--- src/rtl/ai_pkg.sv ---
// Shared types and constants for the shot-engine sequencer.
// Latency: n/a (declarations only).
// Backpressure: n/a.
package ai_pkg;

  localparam int         CELLS       = 100;
  localparam logic [6:0] NO_MOVE_IDX = 7'd127;

  // Engine register map (4-bit address space).
  typedef enum logic [3:0] {
    ADDR_START  = 4'd0,
    ADDR_FIRED0 = 4'd1,
    ADDR_FIRED1 = 4'd2,
    ADDR_FIRED2 = 4'd3,
    ADDR_FIRED3 = 4'd4,
    ADDR_HITS0  = 4'd5,
    ADDR_HITS1  = 4'd6,
    ADDR_HITS2  = 4'd7,
    ADDR_HITS3  = 4'd8,
    ADDR_SHIPS  = 4'd9
  } ai_addr_e;

  typedef enum logic [3:0] {
    S_IDLE,
    S_LOAD,
    S_START,
    S_WAIT_BUSY,
    S_WAIT_DONE,
    S_READ,
    S_CAPTURE,
    S_CHECK,
    S_SCAN,
    S_DONE
  } seq_state_e;

  // Alive-ship mask bit positions.
  localparam int SHIP_LEN2  = 0;
  localparam int SHIP_LEN3A = 1;
  localparam int SHIP_LEN3B = 2;
  localparam int SHIP_LEN4  = 3;
  localparam int SHIP_LEN5  = 4;

  localparam logic [4:0] SHIPS_ALL = 5'b11111;

endpackage

--- src/rtl/ai_word_mux.sv ---
// Config word formatter: maps a register index plus board snapshot to the 32-bit write data.
// Latency: combinational.
// Backpressure: none; the caller holds i_word stable while the engine stalls.
// Ports: i_word (register index), i_fired/i_hits (board bitmaps), i_ships (alive mask), o_wdata.
module ai_word_mux
#(
  parameter int CELLS = 100
)(
  input  logic [3:0]       i_word,
  input  logic [CELLS-1:0] i_fired,
  input  logic [CELLS-1:0] i_hits,
  input  logic [4:0]       i_ships,
  output logic [31:0]      o_wdata
);
  import ai_pkg::*;

  // Zero-extend the bitmaps to four full words so the top word pads cleanly.
  logic [127:0] w_fired_pad;
  logic [127:0] w_hits_pad;

  assign w_fired_pad = {{(128-CELLS){1'b0}}, i_fired};
  assign w_hits_pad  = {{(128-CELLS){1'b0}}, i_hits};

  always_comb begin
    o_wdata = '0;
    case (i_word)
      ADDR_FIRED0: o_wdata = w_fired_pad[31:0];
      ADDR_FIRED1: o_wdata = w_fired_pad[63:32];
      ADDR_FIRED2: o_wdata = w_fired_pad[95:64];
      ADDR_FIRED3: o_wdata = w_fired_pad[127:96];
      ADDR_HITS0:  o_wdata = w_hits_pad[31:0];
      ADDR_HITS1:  o_wdata = w_hits_pad[63:32];
      ADDR_HITS2:  o_wdata = w_hits_pad[95:64];
      ADDR_HITS3:  o_wdata = w_hits_pad[127:96];
      ADDR_SHIPS:  o_wdata = {27'd0, i_ships};
      default:     o_wdata = '0;
    endcase
  end

endmodule

--- src/rtl/ai_sequencer.sv ---
// Move sequencer: snapshots the board, programs the shot engine, validates its pick, falls back to a linear scan.
// Latency: ~10 write cycles + engine run + 3 read/check cycles; scan fallback adds up to CELLS cycles; no-move resolves in 1 cycle.
// Backpressure: ai_wait_request stalls each config/start write indefinitely; the engine busy period is bounded by TIMEOUT_CYCLES.
// Ports: req/busy/done handshake to game control; fired_in/hits_in/ships_in board state; shot_index/fallback/no_move/
//        timeout_err results; ai_* is the engine register bus (addr, write/read strobes, wdata, wait_request, rdata).
module ai_sequencer
#(
  parameter int TIMEOUT_CYCLES = 2048,
  parameter int CELLS          = ai_pkg::CELLS
)(
  input  logic             clock,
  input  logic             reset_n,
  input  logic             req,
  input  logic [CELLS-1:0] fired_in,
  input  logic [CELLS-1:0] hits_in,
  input  logic [4:0]       ships_in,
  output logic             busy,
  output logic             done,
  output logic [6:0]       shot_index,
  output logic             fallback,
  output logic             no_move,
  output logic             timeout_err,
  output logic [3:0]       ai_addr,
  output logic             ai_write_en,
  output logic             ai_read_en,
  output logic [31:0]      ai_wdata,
  input  logic             ai_wait_request,
  input  logic [31:0]      ai_rdata
);
  import ai_pkg::*;

  localparam int               TMO_W     = $clog2(TIMEOUT_CYCLES) + 1;
  localparam logic [TMO_W-1:0] TMO_LAST  = TMO_W'(TIMEOUT_CYCLES - 1);
  localparam logic [6:0]       LAST_CELL = 7'(CELLS - 1);

  seq_state_e       r_state;
  logic [3:0]       r_word;
  logic [TMO_W-1:0] r_tmo;
  logic [6:0]       r_pos;
  logic [6:0]       r_idx;
  logic [CELLS-1:0] r_fired;
  logic [CELLS-1:0] r_hits;
  logic [4:0]       r_ships;

  logic             r_busy;
  logic             r_done;
  logic [6:0]       r_shot;
  logic             r_fallback;
  logic             r_no_move;
  logic             r_tmo_err;
  logic [3:0]       r_addr;
  logic             r_we;
  logic             r_re;
  logic [31:0]      r_wdata;

  logic [3:0]       w_next_word;
  logic [CELLS-1:0] w_src_fired;
  logic [CELLS-1:0] w_src_hits;
  logic [4:0]       w_src_ships;
  logic [31:0]      w_word_dat;
  logic [TMO_W-1:0] w_tmo_inc;
  logic             w_rdata_unused;

  // The first word is registered on the accept edge, before the snapshot
  // registers hold the board, so the mux reads the live inputs in IDLE.
  assign w_next_word = (r_state == S_IDLE) ? 4'd1 : r_word + 4'd1;
  assign w_src_fired = (r_state == S_IDLE) ? fired_in : r_fired;
  assign w_src_hits  = (r_state == S_IDLE) ? hits_in  : r_hits;
  assign w_src_ships = (r_state == S_IDLE) ? ships_in : r_ships;

  assign w_tmo_inc      = (r_tmo == '1) ? r_tmo : r_tmo + TMO_W'(1);
  assign w_rdata_unused = ^ai_rdata[31:7];

  ai_word_mux #(.CELLS(CELLS)) u_word_mux (
    .i_word  (w_next_word),
    .i_fired (w_src_fired),
    .i_hits  (w_src_hits),
    .i_ships (w_src_ships),
    .o_wdata (w_word_dat)
  );

  always_ff @(posedge clock) begin
    if (!reset_n) begin
      r_state    <= S_IDLE;
      r_word     <= '0;
      r_tmo      <= '0;
      r_pos      <= '0;
      r_idx      <= '0;
      r_fired    <= '0;
      r_hits     <= '0;
      r_ships    <= '0;
      r_busy     <= 1'b0;
      r_done     <= 1'b0;
      r_shot     <= '0;
      r_fallback <= 1'b0;
      r_no_move  <= 1'b0;
      r_tmo_err  <= 1'b0;
      r_addr     <= '0;
      r_we       <= 1'b0;
      r_re       <= 1'b0;
      r_wdata    <= '0;
    end else begin
      r_done <= 1'b0;
      case (r_state)
        S_IDLE: begin
          if (req) begin
            r_fired    <= fired_in;
            r_hits     <= hits_in;
            r_ships    <= ships_in;
            r_fallback <= 1'b0;
            r_no_move  <= 1'b0;
            r_tmo_err  <= 1'b0;
            if (ships_in == '0 || &fired_in) begin
              // Nothing to shoot at: answer immediately, engine untouched.
              r_no_move <= 1'b1;
              r_shot    <= NO_MOVE_IDX;
              r_busy    <= 1'b0;
              r_done    <= 1'b1;
              r_state   <= S_DONE;
            end else begin
              r_busy  <= 1'b1;
              r_word  <= w_next_word;
              r_addr  <= w_next_word;
              r_wdata <= w_word_dat;
              r_we    <= 1'b1;
              r_state <= S_LOAD;
            end
          end
        end

        S_LOAD: begin
          if (!ai_wait_request) begin
            if (r_word == ADDR_SHIPS) begin
              r_addr  <= ADDR_START;
              r_wdata <= '0;
              r_state <= S_START;
            end else begin
              r_word  <= w_next_word;
              r_addr  <= w_next_word;
              r_wdata <= w_word_dat;
            end
          end
        end

        S_START: begin
          if (!ai_wait_request) begin
            r_we    <= 1'b0;
            r_tmo   <= '0;
            r_state <= S_WAIT_BUSY;
          end
        end

        // The engine signals its run by raising wait_request; a missing
        // rising edge counts against the same timeout as a stuck run.
        S_WAIT_BUSY: begin
          r_tmo <= w_tmo_inc;
          if (ai_wait_request) begin
            r_state <= S_WAIT_DONE;
          end else if (r_tmo == TMO_LAST) begin
            r_tmo_err <= 1'b1;
            r_pos     <= '0;
            r_state   <= S_SCAN;
          end
        end

        S_WAIT_DONE: begin
          r_tmo <= w_tmo_inc;
          if (!ai_wait_request) begin
            r_re    <= 1'b1;
            r_addr  <= ADDR_START;
            r_state <= S_READ;
          end else if (r_tmo == TMO_LAST) begin
            r_tmo_err <= 1'b1;
            r_pos     <= '0;
            r_state   <= S_SCAN;
          end
        end

        S_READ: begin
          r_re    <= 1'b0;
          r_state <= S_CAPTURE;
        end

        // Engine read data is registered, so it is valid the cycle after the strobe.
        S_CAPTURE: begin
          r_idx   <= ai_rdata[6:0];
          r_state <= S_CHECK;
        end

        S_CHECK: begin
          if (r_idx > LAST_CELL) begin
            r_pos   <= '0;
            r_state <= S_SCAN;
          end else if (r_fired[r_idx]) begin
            r_pos   <= '0;
            r_state <= S_SCAN;
          end else begin
            r_shot  <= r_idx;
            r_busy  <= 1'b0;
            r_done  <= 1'b1;
            r_state <= S_DONE;
          end
        end

        S_SCAN: begin
          if (!r_fired[r_pos]) begin
            r_shot     <= r_pos;
            r_fallback <= 1'b1;
            r_busy     <= 1'b0;
            r_done     <= 1'b1;
            r_state    <= S_DONE;
          end else if (r_pos == LAST_CELL) begin
            r_shot    <= NO_MOVE_IDX;
            r_no_move <= 1'b1;
            r_busy    <= 1'b0;
            r_done    <= 1'b1;
            r_state   <= S_DONE;
          end else begin
            r_pos <= r_pos + 7'd1;
          end
        end

        S_DONE: begin
          r_state <= S_IDLE;
        end

        default: r_state <= S_IDLE;
      endcase
    end
  end

  assign busy        = r_busy;
  assign done        = r_done;
  assign shot_index  = r_shot;
  assign fallback    = r_fallback;
  assign no_move     = r_no_move;
  assign timeout_err = r_tmo_err;
  assign ai_addr     = r_addr;
  assign ai_write_en = r_we;
  assign ai_read_en  = r_re;
  assign ai_wdata    = r_wdata;

endmodule

--- config.mk ---
export PLATFORM = sky130hd
export DESIGN_NAME = ai_sequencer
export DESIGN_NICKNAME = d
export VERILOG_FILES = /design/src/rtl/ai_pkg.sv /design/src/rtl/ai_word_mux.sv /design/src/rtl/ai_sequencer.sv
export SDC_FILE = /design/constraint.sdc
export NUM_CORES = 1
export LEC_CHECK = 0
export ABC_AREA = 0
export CORE_ASPECT_RATIO = 1.2
export CORE_UTILIZATION = 58
export CTS_CLUSTER_SIZE = 30
export DETAILED_ROUTE_END_ITERATION = 10
export HOLD_SLACK_MARGIN = 0.08
export PLACE_DENSITY = 0.84
export SLEW_MARGIN = 15
export SYNTH_ARGS = -nofsm -noshare
export SYNTH_HDL_FRONTEND = slang
export SYNTH_HIERARCHICAL = 1
export SYNTH_SLANG_ARGS = --single-unit
export TNS_END_PERCENT = 30
--- constraint.sdc ---
create_clock -name clock -period 6.5 [get_ports clock]
set_clock_uncertainty 0.05 [all_clocks]
set_input_delay 1.625 -clock clock [delete_from_list [all_inputs] [get_ports clock]]
set_output_delay 1.625 -clock clock [all_outputs]
set_load 0.005 [all_outputs]
# Word level (Yosys, flattened, before mapping)
# Cells that the tools add are included.
# W data, S select, Z words.
dict set report op_classes {
  order_cmp 3
  add_sub_neg 3
  reduce_logical 28
  n_mux 85
  n_eq_ne 40
}
# cell n
set ops {}
lappend ops {{$pmux W32 S9} 1}
lappend ops {{$mux W100} 2}
lappend ops {{$mux W32} 4}
lappend ops {{$reduce_and A100 Y1} 1}
lappend ops {{$mux W7} 13}
lappend ops {{$mux W4} 18}
lappend ops {{$pmux W32 S2} 1}
lappend ops {{$pmux W4 S9} 1}
lappend ops {{$eq A4 B3 Y1 const B} 8}
lappend ops {{$ne A2 B2 Y1 const B} 16}
lappend ops {{$mux W1} 28}
lappend ops {{$pmux W7 S4} 1}
lappend ops {{$mux W12} 2}
lappend ops {{$pmux W12 S2} 1}
lappend ops {{$pmux W7 S3} 1}
lappend ops {{$reduce_and A5 Y1} 4}
lappend ops {{$eq A4 B2 Y1 const B} 4}
lappend ops {{$eq A4 B4 Y1 const B} 4}
lappend ops {{$lt A7 B8 Y1 const B} 2}
lappend ops {{$reduce_and A4 Y1} 4}
lappend ops {{$bmux W1 S7} 2}
lappend ops {{$add A12 B1 Y12 const B} 1}
lappend ops {{$eq A12 B11 Y1 const B} 1}
lappend ops {{$eq A12 B12 Y1 const B} 1}
lappend ops {{other kinds (22)} 38}
dict set report totals {
  ff_bits 289
  output_inout_bits 50
}

# Logic depth before layout (Yosys ltp)
# Gate-level depths: netlist (run 1).
dict set report logic_depth {
  depth_word 7
  ltp_mapped 14
  mapped_depth_nobuf 9
}

# Modules after synthesis
# Netlist (run 1), hierarchy kept.
# module area_per_inst_um2 cells_each instances
set modules_own_cells {}
lappend modules_own_cells {ai_sequencer 15145.8 2180 1}
lappend modules_own_cells {ai_word_mux 1936.9 254 1}

# Least setup slack after synthesis (run 1)
# OpenSTA, ideal clock, no wires.
dict set report synth_timing {
  kind {input port to flip-flop}
  start {input port ships_in[0]}
  end {register r_wdata[10] (netlist: ai_wdata[10])}
  arrival_time_ns 3.480
  setup_time_ns 0.070
  path_buffers 2
  path_stages 8
  slack_ns 2.900
  cell_sequence {or4_1 nor2_1 nor3_1 o22ai_1 clkbuf_1 clkbuf_1 nand2_1 a21oi_1}
}
dict set report synth_via {
  elab_chain_cells 4
}
# item line_no
set synth_lines {}
lappend synth_lines {{start, declared} ai_sequencer.sv:16} ;# input logic [4:0] ships_in,
lappend synth_lines {{$logic_not A5 Y1} ai_sequencer.sv:113} ;# if (ships_in == '0 || &fired_in) begin
lappend synth_lines {{$logic_or A1 B1 Y1} ai_sequencer.sv:113}
lappend synth_lines {{$ne A2 B2 Y1 (no source line)} --}
lappend synth_lines {{$reduce_and A4 Y1 (no source line)} --}
lappend synth_lines {{end signal, assigned} ai_sequencer.sv:124} ;# r_wdata <= w_word_dat;
lappend synth_lines {{end signal, assigned} ai_sequencer.sv:140} ;# r_wdata <= w_word_dat;
lappend synth_lines {{end, declared} ai_sequencer.sv:54} ;# logic [31:0] r_wdata;
# No other way between the ends.
# A chain may end at the register's enable or synchronous reset.

# Worst setup path in the final report (run 1)
dict set report layout_timing {
  start {register r_state[1]}
  end {register r_wdata[8] (netlist: ai_wdata[8])}
}
dict set report layout_via {
  elab_chain_cells 7
}
# item line_no
set layout_lines {}
lappend layout_lines {{start, declared} ai_sequencer.sv:36} ;# seq_state_e r_state;
lappend layout_lines {{start signal, assigned} ai_sequencer.sv:84} ;# r_state <= S_IDLE;
lappend layout_lines {{start signal, assigned} ai_sequencer.sv:119} ;# r_state <= S_DONE;
lappend layout_lines {{start signal, assigned} ai_sequencer.sv:126} ;# r_state <= S_LOAD;
lappend layout_lines {{$logic_not A4 Y1 *} ai_sequencer.sv:66} ;# assign w_next_word = (r_state == S_IDLE) ? 4'd1 : r_word + 4'd1;
lappend layout_lines {{$mux W4 *} ai_sequencer.sv:66}
lappend layout_lines {{named net w_next_word[0]} ai_sequencer.sv:56} ;# logic [3:0] w_next_word;
lappend layout_lines {{$eq A4 B4 Y1 (tied with other cells)} ai_word_mux.sv:26} ;# case (i_word)
lappend layout_lines {{$pmux W32 S9 *} ai_word_mux.sv:26}
lappend layout_lines {{named net w_word_dat[8]} ai_sequencer.sv:60} ;# logic [31:0] w_word_dat;
lappend layout_lines {{$mux W32 (on tied branches)} {ai_sequencer.sv:133, ai_sequencer.sv:113}}
lappend layout_lines {{$mux W32 (on tied branches)} {ai_sequencer.sv:132, ai_sequencer.sv:106}}
lappend layout_lines {{$pmux W32 S2 *} ai_sequencer.sv:104} ;# case (r_state)
# Mark *: on every way through the listed nets, which the timed path passes. The rest lies on a longest branch. The select of a mux whose other input is x is not followed.

==> results of run 1 <==
-- registers in the layout, summed over array words and instances, names as in the netlist --
| name | cells |
|---|---|
| r_fired | 100 |
| r_hits | 100 |
| ai_wdata | 32 |
| r_tmo | 12 |
| r_idx | 7 |
| r_pos | 7 |
| shot_index | 7 |
| r_ships | 5 |
| ai_addr | 4 |
| r_state | 4 |
| r_word | 4 |
| ai_read_en | 1 |
| ai_write_en | 1 |
| busy | 1 |
| done | 1 |
| fallback | 1 |
| no_move | 1 |
| timeout_err | 1 |
-- routing by layer --
| layer | wire length, um | share of wire, % | global-route usage [%] |
|---|---|---|---|
| met1 | 24100 | 36 | 53.0 |
| met2 | 29700 | 45 | 68.0 |
| met3 | 7500 | 11 | 9.25 |
| met4 | 5190 | 7.8 | 28.4 |
| met5 | 34 | 0.051 | 0 |
-- worst max-delay path by stage --
stage                                      to  slack, ns  cells after the start
global route         ai_wdata[9]$_SDFFE_PN0P_       1.50                      9
global placement    ai_wdata[22]$_SDFFE_PN0P_       1.51                     10
floorplan           ai_wdata[10]$_SDFFE_PN0P_       2.90                      8
CTS                 ai_wdata[28]$_SDFFE_PN0P_       1.92                      9
finish               ai_wdata[8]$_SDFFE_PN0P_       1.75                      9
detailed placement  ai_wdata[31]$_SDFFE_PN0P_       1.44                     10
-- kinds of logic (layout without fill, tap and decap cells) --
| logic type | after synthesis | after routing | synth area share (%) |
|---|---|---|---|
| muxes | 115 | 115 | 10.6 |
| DFF | 289 | 289 | 33.9 |
| other | 0 | 2 | 0 |
| adders and majority gates | 4 | 4 | 0.293 |
| xor gates and xnor gates | 11 | 11 | 0.564 |
| and+or+nand+nor | 1371 | 1371 | 34.4 |
| AOI/OAI and AO/OA | 436 | 436 | 15.1 |
| buffers and inverters | 208 | 357 | 5.16 |
-- worst register-to-register path: stages (launching register included) --
cell and delay [ns]:
dfxtp_1 0.48, nor2_1 0.55, nand2_4 0.64, nand2_2 0.75
buf_4 0.64, or3b_1 0.54, o22a_1 0.30, o21ai_0 0.09
or3b_2 0.47, a21oi_1 0.16
-- stage by stage --
stage               utilization, %  area [um^2]  cells
finish                        72.4        20900   2970
global route                  72.4        20900   2968
CTS                           72.4        20900   2968
detailed placement            68.2        19700   2911
global placement              68.2        19700   2911
floorplan                        -        17100   2434
-- cell usage in the layout, fill, tap and decap left out, drive strengths merged, types with 13 or more instances in the layout --
cell type / n
nor2b: 16
nor2: 51
or3b: 36
nand3: 17
mux4: 50
mux2i: 60
and3: 13
nand2: 1099
nand4: 34
a22oi: 44
clkdlybuf4s50: 265
clkbuf: 42
o21ai: 32
nor3: 15
nor3b: 14
inv: 15
buf: 21
nand3b: 23
a21oi: 268
o211ai: 16
dfxtp: 289
-- area by class of cell --
| class | instances | share of cell area, % |
|---|---|---|
| multi-input combinational | 1937 | 50.3 |
| inverter | 14 | 0.276 |
| tap | 385 | 2.31 |
| clock inverter | 15 | 1.49 |
| timing repair buffer | 286 | 13.7 |
| antenna | 2 | 0.0240 |
| sequential | 289 | 27.7 |
| clock buffer | 42 | 4.25 |
-- power groups by stage --
stage | Sequential, uW | Clock, uW | Combinational (uW)
floorplan | 2360 | 0 | 2640
global placement | 2440 | 0 | 4030
detailed placement | 2460 | 0 | 4080
CTS | 2420 | 2090 | 4100
global route | 2470 | 2170 | 4510
finish | 2440 | 2090 | 4290
==> flow_summary_export.csv, run 1 <==
group,metric,value,unit
timing,setup_slack,1.75,ns
power_and_ir_drop,p_seq_share,27.7,%
floorplanning,die_w,159,um
hold_path,hold_path_class,"reg -> reg",
floorplanning,start_util,59.2,%
worst_setup_path,crit_path_end_kind,"flop",
power_and_ir_drop,clockPowerShare,23.7,%
global_route,grt_pass1_wl,98.4,mm
clock_network,htree_levels,1,
synth,ys_seq_elements,289,
power_and_ir_drop,comb_power_share,48.6,%
floorplanning,die_h,190,um
clock_network,post_cts_resize_count,0,
power_and_ir_drop,p_sw,3950,uW
synth,yosys_warnings,6,
finish,num-nets-final,2804,
clock_network,cts_tree,"built",
power_and_ir_drop,max-vdd-ir-drop,410,uV
power_and_ir_drop,p_per_area,422,nW/um^2
timing,slew_viol_final,0,
worst_setup_path,r2r-start,"r_state[1]$_SDFFE_PN0P_",
floorplanning,io-pin-count,291,
power_and_ir_drop,fin_total_pwr,8820,uW
synth,ys_seq_area_share,33.9,%
synth,synth_ff_type,"dfxtp_1",
finish,regArea,5790,um^2
global_route,grt_start_max_net_pins,193,
synth,syn_inst,2434,
hold_path,min_path_cells,2,
synth,synthArstFlopShare,0,%
clock_network,clock-root-buffer,"clkbuf_16",
place,place_hpwl,46.4,mm
clock_network,path_clk_slew,0.07,ns
worst_setup_path,cp_slowest_cell,"nand2_2",
routing,wl_per_cell,22.4,um
clock_network,clockBufferDepth,3,
synth,synth_top_cell_by_area,"dfxtp_1",
synth,synth-edff-count,0,
power_and_ir_drop,p_leak,0.00819,uW
timing,period_needed,4.75,ns
routing,vias,18700,
timing,slew-limit-headroom,24.2,%
global_route,grt_use_total,43.2,%
worst_setup_path,max_stage_delay,0.74,ns
worst_setup_path,crit_type,"reg -> reg",
global_route,grt_antenna_before_repair,5,
worst_setup_path,reg2reg_slack,1.75,ns
clock_network,ctsHoldBuffers,0,
finish,drive_above_1_share,6.66,%
routing,drt_first_pass_iters,8,
synth,yosys-top-cells-area,"dfxtp_1 34%, nand2_1 24%, a21oi_1 7.8%, mux4_2 5.4%, mux2i_1 3.5%",
routing,drcViolationCount,0,
floorplanning,core-area,28800,um^2
routing,drt_iter0_drc,2391,
timing,fmax,210,MHz
timing,post-route-period-util,73.1,%
timing,fin_tns_setup,0,ns
run,drv_cap,0,
clock_network,clk_latency,0.59,ns
floorplanning,num_rows,68,
finish,fill_cells,2314,
worst_setup_path,required,6.95,ns
worst_setup_path,reg2reg_to,"ai_wdata[8]$_SDFFE_PN0P_",
timing,finalSetupViolCount,0,
floorplanning,die_area,30100,um^2
worst_setup_path,arrival,5.20,ns
routing,via_per_inst,6.31,
worst_setup_path,reg2reg_depth,9,
synth,synth.most_common_cell,"nand2_1",
timing,worst_pin_slew,1.13,ns
hold_path,hold_end,"r_hits[77]$_SDFFE_PN0P_",
finish,area_growth,22.3,%
synth,yosysTopAreaCellShare,33.9,%
run_status,status,"finished clean",
global_route,gr-total-overflow,0,
timing,finalHoldViolations,0,
synth,ys_top_cells_by_count,"1,099 x nand2_1, 289 x dfxtp_1, 267 x a21oi_1, 145 x clkbuf_1, 60 x mux2i_1",
timing,whs,0.403,ns
routing,ant_nets,0,
synth,syn-cell-area,17100,um^2
worst_setup_path,cp_cell_sequence,"nor2_1 -> nand2_4 -> nand2_2 -> buf_4 -> or3b_1 -> o22a_1 -> o21ai_0 -> or3b_2 -> a21oi_1",
worst_setup_path,crit_start,"r_state[1]$_SDFFE_PN0P_",
finish,multi_input_area,10500,um^2
place,gp_congestion,1.01,
hold_path,holdCritStartpoint,"r_hits[77]$_SDFFE_PN0P_",
timing,rsz0062_at_grt,"false",
clock_network,cts_buffers,31,
power_and_ir_drop,p_int,4870,uW
place,port_buffers,265,
worst_setup_path,worst-path-max-fanout,76,
global_route,grt_pass1_vias,17000,
clock_network,clock-sinks,289,
worst_setup_path,crit_family,"simple AND/OR/NAND/NOR gates",
power_and_ir_drop,p_sw_share,44.8,%
synth,synth_nets,2679,
clock_network,cts_setup_buffers,0,
routing,wirelength,66.4,mm
synth,avgSynthCellArea,7.02,um^2
worst_setup_path,start_kind,"flop",
place,preCtsSetupSlack,1.44,ns
synth,synth.distinct_cells,72,
worst_setup_path,cp.buffers_inverters,1,
Power figures use the tool's default switching activity.
==> run 2, diff against run 1 <==
CORE_UTILIZATION = 54   (was 58)
PLACE_DENSITY = 0.79   (was 0.84)
clock period = 4.6 ns   (was 6.5 ns; I/O delays follow)
==> run 2 against run 1 <==
Hold slack gained 0.00082 ns. Register-to-register slack got worse by 0.93 ns. Cell count up 0.98%. Count of clock-buffer cells in the layout rose by 5. Total power grew 40%. Routed wire length increased by 2.9%. Flip-flop and latch count stayed put. Die area rose by 7.3%. Sequential power up 41%. Utilization decreased by 4.4 points.
==> flow_summary_export.csv, run 2 (same netlist as run 1, synthesis figures left out) <==
group,metric,value,unit
run_status,status,"finished clean",
place,port_buffers,265,
timing,whs,0.404,ns
timing,post-route-period-util,82.2,%
finish,drive_above_1_share,7.18,%
timing,finalHoldViolations,0,
finish,final_common_cell,"nand2_1",
clock_network,path_clk_slew,0.06,ns
timing,rsz0062_at_grt,"false",
worst_setup_path,crit_path_end_kind,"flop",
floorplanning,die_area,32400,um^2
floorplanning,num_rows,70,
clock_network,ctsHoldBuffers,0,
routing,drcViolationCount,0,
floorplanning,die_h,197,um
finish,final_core_util,68.0,%
power_and_ir_drop,clockPowerShare,21.3,%
routing,drt_first_pass_iters,7,
clock_network,clock-sinks,289,
power_and_ir_drop,p_sw_share,45.7,%
run,drv_cap,0,
worst_setup_path,path_common_cell,"buf_4",
timing,worst_pin_slew,1.08,ns
finish,area_growth,22.7,%
routing,drt_iter0_drc,2412,
power_and_ir_drop,p_sw,5630,uW
clock_network,clk_latency,0.58,ns
routing,wirelength,68.4,mm
global_route,grt_pass1_vias,17100,
clock_network,clock-root-buffer,"clkbuf_16",
global_route,gr-total-overflow,0,
power_and_ir_drop,p_leak,0.00825,uW
routing,vias,18600,
floorplanning,die_w,164,um
power_and_ir_drop,p_int,6680,uW
place,place_hpwl,49.1,mm
worst_setup_path,crit_family,"simple AND/OR/NAND/NOR gates",
worst_setup_path,arrival,4.23,ns
timing,slew-limit-headroom,27.7,%
power_and_ir_drop,max-vdd-ir-drop,565,uV
power_and_ir_drop,fin_total_pwr,12300,uW
power_and_ir_drop,p_seq_share,27.9,%
place,gp_congestion,0.990,
timing,slew_viol_final,0,
routing,ant_nets,0,
finish,layout_common_cells,"1,096 x nand2_1, 289 x dfxtp_1, 267 x a21oi_1",
clock_network,cts_tree,"built",
floorplanning,core-area,30800,um^2
worst_setup_path,start_kind,"flop",
clock_network,clockBufferDepth,3,
worst_setup_path,max_stage_delay,0.69,ns
clock_network,cts_buffers,31,
routing,via_per_inst,6.20,
global_route,grt_antenna_before_repair,3,
clock_network,post_cts_resize_count,0,
finish,diodes,0,
floorplanning,io-pin-count,291,
power_and_ir_drop,p_per_area,588,nW/um^2
floorplanning,start_util,55.4,%
clock_network,htree_levels,1,
worst_setup_path,crit_type,"reg -> reg",
timing,fin_tns_setup,0,ns
global_route,grt_start_max_net_pins,161,
hold_path,hold_path_class,"reg -> reg",
worst_setup_path,required,5.06,ns
worst_setup_path,cp.buffers_inverters,2,
power_and_ir_drop,comb_power_share,50.8,%
worst_setup_path,worst-path-max-fanout,38,
global_route,grt_pass1_wl,101,mm
routing,wl_per_cell,22.8,um
global_route,grt_use_total,41.4,%
timing,period_needed,3.78,ns
timing,fmax,265,MHz
finish,num-nets-final,2823,
worst_setup_path,cp_slowest_cell,"nor2_4",
timing,finalSetupViolCount,0,
worst_setup_path,cp_cell_sequence,"nor4_2 -> buf_4 -> nor2_4 -> buf_4 -> nor2b_1 -> a22oi_1 -> o211ai_1 -> or3b_2 -> a21oi_1",
clock_network,cts_setup_buffers,0,
-- run 2: cell count changes in the layout (fill, tap and decap cells not counted), moves of 3 or more --
| cell | change |
|---|---|
| buf_12 | +6 |
| buf_4 | +13 |
| bufinv_16 | -6 |
| clkbuf_1 | +4 |
| clkinv_2 | +3 |
-- run 2: worst register-to-register path, delay by kind of cell (launching register included) --
family / cells / cell delay (ns)
DFF: 1 / 0.66
AOI/OAI and AO/OA: 3 / 0.75
buffers and inverters: 2 / 0.60
and+or+nand+nor: 4 / 1.64
-- run 2: worst paths after layout --
check,start,end,slack (ns),depth (start not counted)
max,r_state[1]$_SDFFE_PN0P_,ai_wdata[22]$_SDFFE_PN0P_,0.82,9
min,r_hits[84]$_SDFFE_PN0P_,r_hits[84]$_SDFFE_PN0P_,0.40,2
max reg2reg,r_state[1]$_SDFFE_PN0P_,ai_wdata[22]$_SDFFE_PN0P_,0.82,9
min reg2reg,r_hits[84]$_SDFFE_PN0P_,r_hits[84]$_SDFFE_PN0P_,0.40,2
-- run 2: power groups by stage --
| stage | logic (uW) | registers, uW | clock network (uW) |
|---|---|---|---|
| finish | 6250 | 3430 | 2630 |
| global route | 6620 | 3480 | 2720 |
| CTS | 6070 | 3410 | 2620 |
| detailed placement | 6030 | 3450 | 0 |
| global placement | 5950 | 3440 | 0 |
| floorplan | 3730 | 3330 | 0 |
-- run 2: stage by stage --
stage / worst slack [ns] / cell area [um^2] / instances
after floorplan: 1.21 / 17100 / 2434
after global placement: 0.579 / 19900 / 2941
after detailed placement: 0.584 / 19900 / 2941
after CTS: 0.958 / 21000 / 2999
after global routing: 0.637 / 21000 / 2999
final: 0.821 / 21000 / 2999
-- run 2: cell type report --
cell class                      instances  area [um^2]
Multi-Input combinational cell       1937        10500
Fill cell                            2633         9880
Sequential cell                       289         5790
Timing Repair Buffer                  305         3080
Clock buffer                           47          916
Tap cell                              396          495
Clock inverter                         11          140
Inverter                               14         57.6
-- run 2: per-layer routing --
metal / part of all wire [%] / global-route usage, % / vias to the layer above
li1: - / - / 8525
met1: 38 / 52.2 / 8789
met2: 45 / 66.2 / 1059
met3: 9.3 / 6.78 / 210
met4: 6.9 / 24.3 / 4
met5: 0.037 / 0 / -
==> run 3, diff against run 2 <==
clock period = 3.9 ns   (was 4.6 ns; I/O delays follow)
==> run 3 against run 2 <==
Register-to-register slack got worse by 0.51 ns. Utilization rose by 1.1 points. Hold slack barely moved. Critical path depth did not move. Flip-flop and latch count did not move. Sequential share of layout area fell by 0.45 points. Sequential power rose by 18%. First-iteration DRC count rose by 1.5%. Critical path type unchanged. Largest cell class unchanged. Largest power group unchanged. Highest routed layer unchanged.
==> flow_summary_export.csv, run 3 (same netlist as run 1, synthesis figures left out) <==
group,metric,value,unit
power_and_ir_drop,max-vdd-ir-drop,536,uV
worst_setup_path,worst-path-max-fanout,21,
global_route,grt_util_met2,65.3,%
power_and_ir_drop,clockPowerShare,21.8,%
clock_network,cts_setup_buffers,0,
floorplanning,io-pin-count,291,
clock_network,clock-sinks,289,
finish,drive_above_1_share,8.48,%
clock_network,clockBufferDepth,3,
floorplanning,die_h,197,um
clock_network,clock-root-buffer,"clkbuf_16",
clock_network,path_clk_slew,0.06,ns
place,port_buffers,265,
routing,via_per_inst,6.15,
routing,wl_per_cell,22.4,um
timing,period_needed,3.59,ns
place,gp_congestion,1.01,
global_route,grt.met1_usage,51.8,%
power_and_ir_drop,p_per_area,692,nW/um^2
timing,rsz0062_at_grt,"false",
clock_network,htree_levels,2,
timing,fin_tns_setup,0,ns
routing,ant_nets,0,
global_route,grt_pass1_wl,101,mm
timing,finalSetupViolCount,0,
global_route,grt_start_max_net_pins,207,
global_route,grt_pass1_vias,17100,
global_route,grt_util_met3,6.65,%
finish,area_growth,24.7,%
timing,post-route-period-util,92.0,%
run_status,status,"finished clean",
clock_network,clk_latency,0.53,ns
worst_setup_path,arrival,4.00,ns
place,place_hpwl,49.1,mm
global_route,gr-total-overflow,0,
power_and_ir_drop,p_int,8070,uW
timing,slew-limit-headroom,31.4,%
timing,worst_pin_slew,1.03,ns
worst_setup_path,crit_path_end_kind,"flop",
timing,finalHoldViolations,0,
global_route,grt_antenna_before_repair,3,
finish,fill_cells,2615,
worst_setup_path,required,4.31,ns
power_and_ir_drop,p_leak,0.00845,uW
clock_network,cts_tree,"built",
floorplanning,num_rows,70,
timing,slew_viol_final,0,
worst_setup_path,crit_type,"reg -> reg",
floorplanning,die_area,32400,um^2
finish,final_core_util,69.1,%
finish,multi_input_area,10500,um^2
global_route,grt.busiest_layer,"met2",
floorplanning,start_util,55.4,%
power_and_ir_drop,p_sw_share,45.3,%
finish,regArea,5790,um^2
routing,drt_first_pass_iters,6,
timing,fmax,279,MHz
power_and_ir_drop,comb_power_share,50.8,%
power_and_ir_drop,p_sw,6670,uW
routing,drt_iter0_drc,2449,
clock_network,cts_buffers,34,
routing,wirelength,68.0,mm
hold_path,hold_path_class,"reg -> reg",
routing,drcViolationCount,0,
finish,num-nets-final,2862,
clock_network,ctsHoldBuffers,0,
finish,final_common_cell,"nand2_1",
run,drv_cap,0,
clock_network,post_cts_resize_count,0,
power_and_ir_drop,p_seq_share,27.4,%
routing,vias,18700,
worst_setup_path,start_kind,"flop",
global_route,grt_use_total,41.3,%
floorplanning,die_w,164,um
floorplanning,core-area,30800,um^2
finish,layout_common_cells,"1,096 x nand2_1, 289 x dfxtp_1, 267 x a21oi_1",
power_and_ir_drop,fin_total_pwr,14700,uW
==> run 3: cell types whose count changed in the layout (fill, tap and decap cells not counted) <==
cell / delta
buf_4: +33
clkbuf_16: +4
buf_12: +3
clkbuf_8: -3
bufinv_16: -1
clkinv_2: -1
clkinvlp_4: +1
diode_2: +1
inv_6: +1
==> run 3: stage by stage <==
stage               cell area [um^2]  hold WS, ns  std cells  worst slack (ns)
CTS                            21300        0.405       3036             0.427
global route                   21300        0.419       3036            0.0652
detailed placement             20200        0.397       2977             0.125
finish                         21300        0.404       3037             0.311
global placement               20200        0.391       2977             0.122
floorplan                      17100        0.387       2434             0.511
==> run 3: power by group through the flow <==
| stage | Sequential (uW) | Combinational [uW] | Clock, uW |
|---|---|---|---|
| after global placement | 4050 | 7130 | 0 |
| after floorplan | 3930 | 4400 | 0 |
| after CTS | 4020 | 7280 | 3230 |
| after global routing | 4100 | 7940 | 3330 |
| final | 4050 | 7490 | 3210 |
| after detailed placement | 4080 | 7230 | 0 |
==> run 3: worst paths after layout <==
kind,start,to,slack [ns],cells past startpoint
setup / recovery,r_state[1]$_SDFFE_PN0P_,ai_wdata[9]$_SDFFE_PN0P_,0.31,9
hold / removal,r_hits[19]$_SDFFE_PN0P_,r_hits[19]$_SDFFE_PN0P_,0.40,2
setup reg to reg,r_state[1]$_SDFFE_PN0P_,ai_wdata[9]$_SDFFE_PN0P_,0.31,9
hold reg to reg,r_hits[19]$_SDFFE_PN0P_,r_hits[19]$_SDFFE_PN0P_,0.40,2
==> run 3: routing by layer <==
| metal | up-vias | part of all wire [%] |
|---|---|---|
| li1 | 8598 | - |
| met1 | 8797 | 38 |
| met2 | 1074 | 45 |
| met3 | 213 | 9.3 |
| met4 | 2 | 7.5 |
| met5 | - | 0.016 |
==> run 3: worst max-delay path: stages, from the launching register on <==
cell	delay, ns
dfxtp_1	0.48
nor2_1	0.54
nand2_4	0.24
nand2_2	0.54
buf_4	0.40
mux2i_1	0.26
o22a_1	0.26
o21ai_0	0.13
or3b_2	0.47
a21oi_1	0.14
==> run 3: layout make-up <==
class,instances,area share [%]
Multi-Input combinational cell,1937,49.2
Sequential cell,289,27.2
Timing Repair Buffer,341,15.9
Clock buffer,48,4.58
Tap cell,396,2.33
Clock inverter,11,0.570
Inverter,14,0.270
Antenna cell,1,0.0117
